<file path="src/rtl/e203_tb_stim_pkg.sv">
// Shared types and constants for the E203 interrupt stimulus / commit monitor.
// Holds the channel state encoding, the Galois LFSR tap table and per-channel seed derivation.
package e203_tb_stim_pkg;

  typedef enum logic [2:0] {
    CH_IDLE,
    CH_LOAD,
    CH_WAIT,
    CH_ACTIVE,
    CH_STOPPED
  } ch_state_e;

  // Right-shifting Galois masks for maximal-length sequences at common widths.
  function automatic logic [31:0] lfsr_taps(input int unsigned width);
    case (width)
      8:       return 32'h0000_00B8;
      12:      return 32'h0000_0E08;
      16:      return 32'h0000_B400;
      24:      return 32'h00E1_0000;
      32:      return 32'hA300_0000;
      default: return 32'h0000_B400;
    endcase
  endfunction

  function automatic logic [31:0] chan_seed(input logic [31:0] seed,
                                            input int unsigned ch,
                                            input int unsigned width);
    logic [31:0] wmask;
    logic [31:0] v;
    wmask = (width >= 32) ? 32'hFFFF_FFFF : ((32'h1 << width) - 32'h1);
    v     = (seed ^ ((ch + 1) * 32'h0000_1D35)) & wmask;
    return (v == 32'h0) ? 32'h1 : v;
  endfunction

endpackage

</file>
<file path="src/rtl/e203_irq_stim_chan.sv">
// One interrupt channel: LFSR-timed assertion, release on handler-PC commit.
// irq rises loaded-delay+1 edges after LOAD and falls on the edge sampling the ack commit.
module e203_irq_stim_chan
  import e203_tb_stim_pkg::*;
#(
  parameter int unsigned PC_W  = 32,
  parameter int unsigned DLY_W = 16,
  parameter int unsigned CH    = 0,
  parameter logic [15:0] SEED  = 16'hACE1
) (
  input  logic             clk,
  input  logic             rst,
  input  logic             en,
  input  logic             armed,
  input  logic             stop,
  input  logic             cmt_valid,
  input  logic [PC_W-1:0]  cmt_pc,
  input  logic [PC_W-1:0]  ack_pc,
  input  logic [DLY_W-1:0] dly_mask,
  output logic             irq
);

  localparam logic [DLY_W-1:0] TAPS     = DLY_W'(lfsr_taps(DLY_W));
  localparam logic [DLY_W-1:0] SEED_C   = DLY_W'(chan_seed({16'h0, SEED}, CH, DLY_W));
  localparam logic [DLY_W:0]   DCNT_ONE = {{DLY_W{1'b0}}, 1'b1};

  ch_state_e        state;
  logic [DLY_W-1:0] lfsr;
  logic [DLY_W-1:0] lfsr_nxt;
  // One extra bit so an all-ones mask plus one does not wrap to zero.
  logic [DLY_W:0]   dcnt;
  logic             ack_hit;

  assign lfsr_nxt = (lfsr >> 1) ^ (lfsr[0] ? TAPS : '0);
  assign ack_hit  = cmt_valid && (cmt_pc == ack_pc);

  always_ff @(posedge clk) begin
    if (rst) begin
      state <= CH_IDLE;
      lfsr  <= SEED_C;
      dcnt  <= '0;
      irq   <= 1'b0;
    end else begin
      lfsr <= lfsr_nxt;
      case (state)
        CH_IDLE: begin
          if (armed && en && !stop) state <= CH_LOAD;
        end
        CH_LOAD: begin
          if (!en) begin
            state <= CH_IDLE;
          end else begin
            dcnt  <= {1'b0, lfsr & dly_mask} + DCNT_ONE;
            state <= CH_WAIT;
          end
        end
        CH_WAIT: begin
          if (!en) begin
            state <= CH_IDLE;
          end else if (dcnt == DCNT_ONE) begin
            irq   <= 1'b1;
            state <= CH_ACTIVE;
          end else begin
            dcnt <= dcnt - DCNT_ONE;
          end
        end
        CH_ACTIVE: begin
          // The handler must finish even when disabled; en only decides what follows.
          if (ack_hit) begin
            irq <= 1'b0;
            if (stop)     state <= CH_STOPPED;
            else if (en)  state <= CH_LOAD;
            else          state <= CH_IDLE;
          end
        end
        CH_STOPPED: begin
          irq <= 1'b0;
        end
        default: begin
          state <= CH_IDLE;
          irq   <= 1'b0;
        end
      endcase
    end
  end

endmodule

</file>
<file path="src/rtl/e203_irq_stim_mon.sv">
// Commit-stream monitor (cycles, retired, tohost, done) driving NCH LFSR-timed interrupt channels.
// All outputs registered; done rises one edge after the last irq release once enough tohost commits are seen.
module e203_irq_stim_mon
  import e203_tb_stim_pkg::*;
#(
  parameter int unsigned NCH      = 3,
  parameter int unsigned PC_W     = 32,
  parameter int unsigned DLY_W    = 16,
  parameter int unsigned STOP_CNT = 32,
  parameter int unsigned END_CNT  = 8,
  parameter logic [15:0] SEED     = 16'hACE1
) (
  input  logic                 clk,
  input  logic                 rst,
  input  logic                 en,
  input  logic                 cmt_valid,
  input  logic [PC_W-1:0]      cmt_pc,
  input  logic [PC_W-1:0]      start_pc,
  input  logic [PC_W-1:0]      tohost_pc,
  input  logic [NCH*PC_W-1:0]  ack_pc,
  input  logic [NCH*DLY_W-1:0] dly_mask,
  output logic [NCH-1:0]       irq,
  output logic                 armed,
  output logic [31:0]          cycle_cnt,
  output logic [31:0]          instret_cnt,
  output logic [31:0]          tohost_cnt,
  output logic [31:0]          end_cycle,
  output logic                 done
);

  logic tohost_hit;
  logic start_hit;
  logic stop;

  assign tohost_hit = cmt_valid && (cmt_pc == tohost_pc);
  assign start_hit  = cmt_valid && (cmt_pc == start_pc);
  // Uses the pre-increment count, so the commit crossing the threshold still re-arms.
  assign stop       = (tohost_cnt > STOP_CNT);

  always_ff @(posedge clk) begin
    if (rst) begin
      cycle_cnt   <= '0;
      instret_cnt <= '0;
      tohost_cnt  <= '0;
      end_cycle   <= '0;
      armed       <= 1'b0;
      done        <= 1'b0;
    end else begin
      cycle_cnt <= cycle_cnt + 32'd1;
      if (cmt_valid && (tohost_cnt == 32'd0)) instret_cnt <= instret_cnt + 32'd1;
      if (tohost_hit) begin
        tohost_cnt <= tohost_cnt + 32'd1;
        if (tohost_cnt == 32'd0) end_cycle <= cycle_cnt;
      end
      if (start_hit) armed <= 1'b1;
      if ((tohost_cnt >= END_CNT) && (irq == '0)) done <= 1'b1;
    end
  end

  for (genvar c = 0; c < NCH; c++) begin : g_ch
    e203_irq_stim_chan #(
      .PC_W  (PC_W),
      .DLY_W (DLY_W),
      .CH    (c),
      .SEED  (SEED)
    ) u_chan (
      .clk       (clk),
      .rst       (rst),
      .en        (en),
      .armed     (armed),
      .stop      (stop),
      .cmt_valid (cmt_valid),
      .cmt_pc    (cmt_pc),
      .ack_pc    (ack_pc[c*PC_W +: PC_W]),
      .dly_mask  (dly_mask[c*DLY_W +: DLY_W]),
      .irq       (irq[c])
    );
  end

endmodule

</file>
<file path="config.mk">
export PLATFORM = sky130hd
export DESIGN_NAME = e203_irq_stim_mon
export DESIGN_NICKNAME = d
export VERILOG_FILES = /design/src/rtl/e203_tb_stim_pkg.sv /design/src/rtl/e203_irq_stim_chan.sv /design/src/rtl/e203_irq_stim_mon.sv
export SDC_FILE = /design/constraint.sdc
export NUM_CORES = 1
export LEC_CHECK = 0
export ABC_AREA = 1
export CAP_MARGIN = 10
export CORE_UTILIZATION = 45
export CTS_CLUSTER_SIZE = 14
export DETAILED_ROUTE_END_ITERATION = 10
export PLACE_DENSITY = 0.72
export SLEW_MARGIN = 20
export SYNTH_ARGS = -nofsm -noshare
export SYNTH_HDL_FRONTEND = slang
export SYNTH_SLANG_ARGS = --single-unit
export TNS_END_PERCENT = 50
</file>
<file path="constraint.sdc">
create_clock -name clk -period 2 [get_ports clk]
set_input_delay 0.5 -clock clk [delete_from_list [all_inputs] [get_ports clk]]
set_output_delay 0.5 -clock clk [all_outputs]
set_load 0.005 [all_outputs]
</file>
==> impl_metrics.toml, run 1 <==
[worst_setup_path]
end_kind = "output port"
cp-start-kind = "register"
path_class = "register to output port"
cp_slowest_stage_delay_ns = 0.53
crit_fanout = 5
critical-path-slowest-cell = "clkdlybuf4s50_1"
crit_buf_inv = 1
critical_path.top_delay_family = "buffers and inverters"
worst_ep_arrival_time_ns = 1.47
crit_chain = "clkdlybuf4s50_1"
cp.required_ns = 1.50

[sta]
finalHoldViolations = 0
tightest_slew_ns = 0.5696
max_freq_mhz = 507.0
fin_crit_ns = 1.972
setup_viol = 0
fin_hold_ws_ns = 0.4204
rsz0062_at_grt = "true"
slew_headroom_pct = 61.67
slew_violations = 0
skew_ns = 0.01121
fin_crit_sh_pct = 98.61

[drt]
drtIter0Drc = 1509
viasPerCell = 5.221
detail_route.wirelength_mm = 60.00
vias = 19320
drc = 0
detail_route.wl_per_cell_um = 16.21
firstDrtPassIters = 6
detail-route-antenna-nets = 0

[floorplan]
placementRows = 68
pin_count = 377
die_w_um = 191.2
start_util_pct = 46.19
die_h_um = 191.2
dieArea_mm2 = 0.03657
coreArea_mm2 = 0.03488

[cts]
cts_root_buf = "clkbuf_16"
numCtsBuffers = 26
cts_max_path_buffers = 3
cts_max_level = 1
worst_skew_pair.late_latency_ns = 0.54
tritoncts = "yes"
cts.clk_slew.worst_paths_ns = 0.06
tritoncts_num_sinks = 241

[worst_hold_path]
hp-class = "register to register"

[synth]
yosys_register_bits = 241
synth_commonest_cells = "664 x nand2_1, 380 x nor2_1, 339 x inv_1, 241 x dfxtp_1, 134 x o21ai_0"
synth_top_cell_area_share_pct = 29.94
async_flop_share_pct = 0
syn_inst = 2643
synth_cell_types = 51
synth_ff_type = "dfxtp_1"
synthTopCellsByArea = "dfxtp_1 30%, nand2_1 15%, nor2_1 8.9%"
yosys_warnings = 0
yosysTopAreaCell = "dfxtp_1"
synth_edf_count = 0
synthMostInstantiatedCell = "nand2_1"
syn_nets = 2900
syn_area_mm2 = 0.01611
ys_seq_area_share_pct = 29.94
synth.avg_cell_area_um2 = 6.097

[global_routing]
overflow = 0
grt_usage_pct = 31.08
grt_pass1_vias = 18000
grt_max_degree = 113
antenna_found_initial = 1
grt_first_pass_wirelength_mm = 91.48

[pwr]
power_uw = 17600
ir_drop_uv = 656.1
powerDensity_mw_per_mm2 = 729.1
p_leak_uw = 0.01125

[layout]
final_nets = 3484
instances_no_fill = 3701
area_delta_synth_final_pct = 49.79
drive_above_1_share_pct = 17.84
fin_area_mm2 = 0.02414
final_core_util_pct = 69.19
fillers = 3087

[placement]
place_inst = 3628
place_area_mm2 = 0.02201
gp_congestion = 1.024
io_buffers = 376
hpwl_mm = 45.92

[run]
max_cap_viol_count = 0

[status]
status = "finished clean"
## report_power, final
part	internal [uW]	total, uW	switching (uW)
logic	2650	6360	3710
clock network	3530	5560	2030
registers	5250	5680	429
total	11400	17600	6170
## metal layers
layer | GRT usage [%] | vias to the layer above | wire length [um]
met5 | 0 | - | 0
met4 | 7.479 | 0 | 1508
met3 | 4.057 | 95 | 4247
met2 | 51.28 | 720 | 27490
met1 | 42.68 | 8924 | 26750
li1 | - | 9584 | -
## final cells by class
type | instances | area, um^2 | area share [%]
Inverter | 372 | 1400 | 5.801
Multi-Input combinational cell | 1943 | 10010 | 41.48
Clock inverter | 13 | 271.5 | 1.125
Clock buffer | 33 | 708.2 | 2.934
Sequential cell | 241 | 4960 | 20.55
Tap cell | 455 | 569.3 | 2.359
Timing Repair Buffer | 643 | 6213 | 25.74
Antenna cell | 1 | 2.502 | 0.01037
## stage by stage
step	TNS, ns	worst slack (ns)
2_1_floorplan	0	0.09078
3_3_place_gp	-54.18	-0.6494
3_5_place_dp	-57.37	-0.6709
4_1_cts	-0.06521	-0.01543
5_1_grt	-0.6275	-0.1009
6_report	0	0.02772
## cell usage in the layout, fill, tap and decap left out, drive strengths merged, types with 13 or more instances in the layout
master           n
a21oi          120
nand2          667
dlymetal6s2s    53
a31oi           24
xor2            80
xnor2           69
ha              13
nor2           386
nand3          133
inv            370
dlygate4sd2     30
buf            263
nor4            18
o21ai          184
nand3b          14
clkbuf          39
dfxtp          241
clkdlybuf4s50  291
nand4           64
or2             34
nor3            87
## cell families after synthesis
family	share of synthesized area, %
adders and majority gates	1.009
DFF	29.94
AOI/OAI and AO/OA	12.13
xor gates and xnor gates	8.098
buffers and inverters	11.08
and+or+nand+nor	37.74
## worst paths after layout
path	from	slack, ns	to	cells after the start
worst min register to register	g_ch[1].u_chan.lfsr[9]	0.42	g_ch[1].u_chan.lfsr[8]	2
worst max-delay path	tohost_cnt[4]	0.03	tohost_cnt[4]	1
worst max register to register	tohost_cnt[15]	0.03	instret_cnt[9]	14
worst min-delay path	g_ch[1].u_chan.lfsr[9]	0.42	g_ch[1].u_chan.lfsr[8]	2
## worst min-delay path, delay by kind of cell, from the launching register on
| family | cells | cell delay [ns] |
|---|---|---|
| buffers and inverters | 1 | 0.04 |
| AND/OR/NAND/NOR | 1 | 0.03 |
| flip-flops | 1 | 0.31 |
## sequential cells by signal, indices dropped and copies added, names as in the netlist
| name | flops |
|---|---|
| g_ch.u_chan.state | 9 |
| g_ch.u_chan.irq | 3 |
| g_ch.u_chan.dcnt | 51 |
| armed | 1 |
| tohost_cnt | 32 |
| done | 1 |
| end_cycle | 32 |
| g_ch.u_chan.lfsr | 48 |
| cycle_cnt | 32 |
| instret_cnt | 32 |
## repair_timing
action,in CTS,in global routing
cloned,0,9
setup endpoints to repair,150,147
setup buffers,7,11
pin swaps,1,36
hold buffers,0,0
gates resized for setup,122,209
Note: power is estimated with default switching activity, not from simulation.
==> run 2: changes to the inputs <==
--- a/config.mk
+++ b/config.mk
@@ -7,10 +7,11 @@
 export LEC_CHECK = 0
 export ABC_AREA = 1
 export CAP_MARGIN = 10
-export CORE_UTILIZATION = 45
-export CTS_CLUSTER_SIZE = 14
+export CELL_PAD_IN_SITES_DETAIL_PLACEMENT = 0
+export CELL_PAD_IN_SITES_GLOBAL_PLACEMENT = 2
+export CORE_UTILIZATION = 24
 export DETAILED_ROUTE_END_ITERATION = 10
-export PLACE_DENSITY = 0.72
+export PLACE_DENSITY = 0.74
 export SLEW_MARGIN = 20
 export SYNTH_ARGS = -nofsm -noshare
 export SYNTH_HDL_FRONTEND = slang
==> run 2 against run 1 <==
Net effect: the flow now finishes with violations (design-rule violations, negative setup slack); worst hold slack got worse by 0.075 ns; non-clock buffer count is 20 higher; combinational power increased by 4.7%; setup slack got worse by 0.082 ns; critical path depth up 12; clock power increased by 6.7%; sequential power about the same; total power grew 3.7%; count of clock-buffer cells in the layout grew 19; die area up 86%.
==> impl_metrics.toml, run 2 (synthesis results as in run 1) <==
[global_routing]
grt_max_degree = 78
grt_first_pass_wirelength_mm = 102.7
grt_pass1_vias = 18260
grt_usage_pct = 19.44
overflow = 0
antenna_found_initial = 10

[drt]
drtIter0Drc = 1072
detail_route.wirelength_mm = 68.90
vias = 18690
firstDrtPassIters = 11
drc = 12
detail-route-antenna-nets = 0
viasPerCell = 4.502
detail_route.wl_per_cell_um = 16.60

[worst_setup_path]
worstRegToRegCells = 12
r2r-start = "tohost_cnt[31]"
cp-start-kind = "input pin"
end_kind = "register"
rrSetupSlack_ns = -0.03
r2r_end = "end_cycle[28]"
worst_ep_arrival_time_ns = 2.49
crit_fanout = 8
cp.required_ns = 2.44
path_class = "input pin to register"

[layout]
final_nets = 3512
final_cell_mix = "644 x nand2_1, 342 x nor2_1, 333 x inv_1"
largest_reg_flops = 51
area_delta_synth_final_pct = 53.51
fin_area_mm2 = 0.02474
top_register = "g_ch.u_chan.dcnt"
layout_commonest_cell = "nand2_1"
drive_above_1_share_pct = 17.75
reg_top3 = "g_ch.u_chan.dcnt x51, g_ch.u_chan.lfsr x48"

[sta]
slew_headroom_pct = 64.32
slew_violations = 0
fin_ws_ns = -0.05452
tightest_slew_ns = 0.5312
skew_ns = 0.02036
max_freq_mhz = 486.7
fin_crit_sh_pct = 102.7
rsz0062_at_grt = "true"
finalHoldViolations = 0
setup_viol = 31
fin_crit_ns = 2.055

[pwr]
power_switching_share_pct = 36.42
power.switching_uw = 6646
seqPwrFrac_pct = 31.0
combPwrFrac_pct = 36.5
power_uw = 18250
p_leak_uw = 0.01122
p_clk_share_pct = 32.5
powerDensity_mw_per_mm2 = 737.7
internal-power_uw = 11600
ir_drop_uv = 453.2

[placement]
hpwl_mm = 54.15
io_buffers = 376
place_area_mm2 = 0.02274
gp_congestion = 0.9102

[cts]
cts_max_path_buffers = 3
cts.clk_slew.worst_paths_ns = 0.06
cts_root_buf = "clkbuf_16"
tritoncts = "yes"
cts_hold_buffers = 0
numCtsBuffers = 34
worst_skew_pair.late_latency_ns = 0.54
tritoncts_num_sinks = 241
cts_max_level = 2

[floorplan]
dieArea_mm2 = 0.06818
coreArea_mm2 = 0.06610
pin_count = 377
die_w_um = 261.1
die_h_um = 261.1
placementRows = 94
start_util_pct = 24.38

[worst_hold_path]
hp-class = "input pin to register"
min-delay-start = "rst"
holdPathStages = 2
min_to = "g_ch[1].u_chan.lfsr[11]"

[status]
violations = "design-rule violations, negative setup slack"
status = "finished with violations"

[run]
max_cap_viol_count = 0
[run 2: repair_timing]
action                                  CTS  global route
setup buffers                             3             5
gates cloned                              0             9
resized for setup                       139           170
pin swaps                                 2            46
endpoints found under the setup margin  170           132
[run 2: layer usage]
layer	global-route usage, %	up-vias	part of all wire (%)
li1	-	9649	-
met1	23.98	8576	44
met2	34.56	374	49
met3	2.662	87	3.7
met4	6.315	0	2.4
met5	0	-	0
[run 2: worst max-delay path by stage]
stage                from                       to  depth (start not counted)
2_1_floorplan   cmt_pc[2]            end_cycle[15]                         10
3_5_place_dp   cmt_pc[28]  g_ch[2].u_chan.state[1]                         13
4_1_cts        cmt_pc[28]            end_cycle[28]                         14
6_report       cmt_pc[26]            end_cycle[28]                         13
3_3_place_gp   cmt_pc[28]  g_ch[2].u_chan.state[1]                         12
5_1_grt        cmt_pc[26]            end_cycle[25]                         14
[run 2: critical path: stages]
cell and delay, ns:
clkdlybuf4s50_1 0.47, buf_6 0.13, xnor2_1 0.12, buf_4 0.14, nand4_1 0.12, nor2_2 0.12, nand2_2 0.09, nor2_4 0.15
nand3_4 0.09, buf_12 0.16, clkbuf_16 0.18, o21ai_2 0.12, nor2_1 0.05
[run 2: area by class of cell]
class	count	area [um^2]
Antenna cell	9	22.52
Clock buffer	52	1030
Clock inverter	7	56.30
Fill cell	7140	41360
Inverter	372	1401
Multi-Input combinational cell	1943	9940
Sequential cell	241	4931
Tap cell	864	1081
Timing Repair Buffer	663	6275
[run 2: power groups by stage]
| stage | combinational (uW) | clock (uW) | sequential [uW] |
|---|---|---|---|
| global route | 7560 | 6350 | 5740 |
| detailed placement | 6560 | 0 | 5770 |
| floorplan | 4180 | 0 | 5680 |
| finish | 6660 | 5930 | 5660 |
| global placement | 6550 | 0 | 5760 |
| CTS | 6610 | 6160 | 5670 |
[run 2: per-stage QoR]
| stage | util, % | hold slack, ns | setup WS [ns] | TNS, ns | instances |
|---|---|---|---|---|---|
| finish | 37.42 | 0.3450 | -0.05452 | -0.9519 | 4151 |
| global route | 37.42 | 0.3468 | -0.1702 | -5.156 | 4151 |
| CTS | 36.24 | 0.3292 | -0.04431 | -0.3552 | 4128 |
| detailed placement | 34.40 | 0.4130 | -0.6836 | -65.98 | 4066 |
| global placement | 34.40 | 0.4080 | -0.6667 | -64.47 | 4066 |
| floorplan | - | 0.4031 | 0.09078 | 0 | 2643 |
==> run 3: changes to the inputs <==
--- a/config.mk
+++ b/config.mk
@@ -11,6 +11,7 @@
 export CELL_PAD_IN_SITES_GLOBAL_PLACEMENT = 2
 export CORE_UTILIZATION = 24
 export DETAILED_ROUTE_END_ITERATION = 10
+export GPL_ROUTABILITY_DRIVEN = 0
 export PLACE_DENSITY = 0.74
 export SLEW_MARGIN = 20
 export SYNTH_ARGS = -nofsm -noshare
==> run 3 against run 2 <==
Net effect: the run ends with design-rule violations left; first-iteration DRC count fell by 12%; clock power is 2% higher; sequential share of layout area down 0.24 points; final cell count increased by 0.70%; count of clock-buffer cells in the layout decreased by 2; largest power group unchanged.
==> impl_metrics.toml, run 3 (synthesis results as in run 1) <==
[cts]
cts_root_buf = "clkbuf_16"
cts_max_level = 2
tritoncts_num_sinks = 241
cts_hold_buffers = 0
cts.clk_slew.worst_paths_ns = 0.05
cts_max_path_buffers = 3
tritoncts = "yes"
worst_skew_pair.late_latency_ns = 0.53
numCtsBuffers = 35

[pwr]
power_uw = 18540
p_leak_uw = 0.01138
powerDensity_mw_per_mm2 = 739.5
power_switching_share_pct = 36.32
seqPwrFrac_pct = 30.5
ir_drop_uv = 506.8
internal-power_uw = 11810
p_clk_share_pct = 32.6
power.switching_uw = 6734
combPwrFrac_pct = 36.9

[sta]
slew_violations = 0
fin_hold_ws_ns = 0.3628
skew_ns = 0.01735
fin_crit_ns = 2.000
rsz0062_at_grt = "true"
setup_viol = 0
fin_ws_ns = 0.00004863
slew_headroom_pct = 63.78
finalHoldViolations = 0
tightest_slew_ns = 0.5391
fin_crit_sh_pct = 100.0
max_freq_mhz = 500.0

[layout]
reg_top3 = "g_ch.u_chan.dcnt x51, g_ch.u_chan.lfsr x48"
largest_reg_flops = 51
layout_commonest_cell = "nand2_1"
drive_above_1_share_pct = 19.17
instances_no_fill = 4180
area_delta_synth_final_pct = 55.60
final_nets = 3535
fillers = 7084
top_register = "g_ch.u_chan.dcnt"
fin_area_mm2 = 0.02507
final_cell_mix = "644 x nand2_1, 342 x nor2_1, 332 x inv_1"

[floorplan]
coreArea_mm2 = 0.06610
die_w_um = 261.1
dieArea_mm2 = 0.06818
start_util_pct = 24.38
die_h_um = 261.1
pin_count = 377
placementRows = 94

[worst_setup_path]
worst_ep_arrival_time_ns = 2.43
cp-start-kind = "input pin"
end_kind = "register"
cp.required_ns = 2.43
path_class = "input pin to register"
crit_fanout = 8

[placement]
hpwl_mm = 53.75
pre_cts_ws_ns = -0.7479
io_buffers = 376
place_inst = 4070
place_area_mm2 = 0.02277

[global_routing]
grt_pass1_vias = 18340
antenna_found_initial = 14
grt_first_pass_wirelength_mm = 102.3
overflow = 0
grt_max_degree = 49
grt_usage_pct = 19.28

[drt]
drtIter0Drc = 939
detail-route-antenna-nets = 0
detail_route.wirelength_mm = 68.02
viasPerCell = 4.468
detail_route.wl_per_cell_um = 16.27
drc = 12
vias = 18680
firstDrtPassIters = 10

[status]
violations = "design-rule violations"
status = "finished with violations"

[worst_hold_path]
hp-class = "input pin to register"

[run]
max_cap_viol_count = 0
-- run 3: cell count changes in the layout (fill, tap and decap cells not counted), sizes merged --
cell,before,now
diode,9,14
dlygate4sd2,56,61
clkinv,5,10
dlymetal6s2s,40,38
buf,283,306
clkdlybuf4s15,0,1
inv,373,372
clkbuf,57,54
clkdlybuf4s50,279,275
-- run 3: critical path, stage by stage --
cell             delay [ns]
clkdlybuf4s50_1        0.47
or2_1                  0.14
nand2_4                0.09
nand3b_1               0.18
nor2_2                 0.12
nand2_2                0.09
nor2_4                 0.14
nand3_4                0.09
buf_12                 0.16
buf_8                  0.13
buf_16                 0.14
o21ai_2                0.12
nor2_1                 0.04
-- run 3: per-layer routing --
layer | share of wire (%) | GRT usage [%] | routed length, um | vias to the layer above
met3 | 3.7 | 2.710 | 2484 | 75
li1 | - | - | - | 9711
met5 | 0 | 0 | 0 | -
met4 | 2.3 | 6.573 | 1596 | 0
met2 | 49 | 33.79 | 33670 | 320
met1 | 45 | 24.01 | 30270 | 8572
-- run 3: power by group through the flow --
stage / combinational [uW] / clock [uW] / sequential [uW]
final: 6840 / 6040 / 5660
after global placement: 6620 / 0 / 5760
after floorplan: 4180 / 0 / 5680
after detailed placement: 6630 / 0 / 5770
after CTS: 6680 / 6240 / 5660
after global routing: 7730 / 6430 / 5740
-- run 3: per-stage QoR --
step | setup TNS [ns] | util [%]
detailed placement | -68.62 | 34.44
global route | -1.092 | 37.93
global placement | -65.29 | 34.44
finish | 0 | 37.93
floorplan | 0 | -
CTS | -0.9400 | 36.72
-- run 3: worst paths after layout --
kind	startpoint	end	slack, ns	depth (start not counted)
min reg2reg	g_ch[1].u_chan.lfsr[5]	g_ch[1].u_chan.lfsr[4]	0.42	2
min	rst	cycle_cnt[0]	0.36	2
max	tohost_pc[16]	end_cycle[24]	0.00005	13
max reg2reg	tohost_cnt[21]	end_cycle[24]	0.05	11
-- run 3: timing repair --
action / in CTS / in global routing
cloned: 3 / 5
pin swaps: 17 / 64
gates resized for setup: 182 / 165
endpoints found under the setup margin: 171 / 154
buffers inserted: 12 / 17
-- run 3: cell type report --
type	count	area (um^2)	area share, %
diodes	14	35.03	0.1397
clock buffers	50	1054	4.202
clock inverters	11	72.57	0.2894
inverters	372	1401	5.589
multi-input cells	1943	9987	39.83
flip-flops and latches	241	4937	19.69
well taps	864	1081	4.311
repair buffers	685	6506	25.95
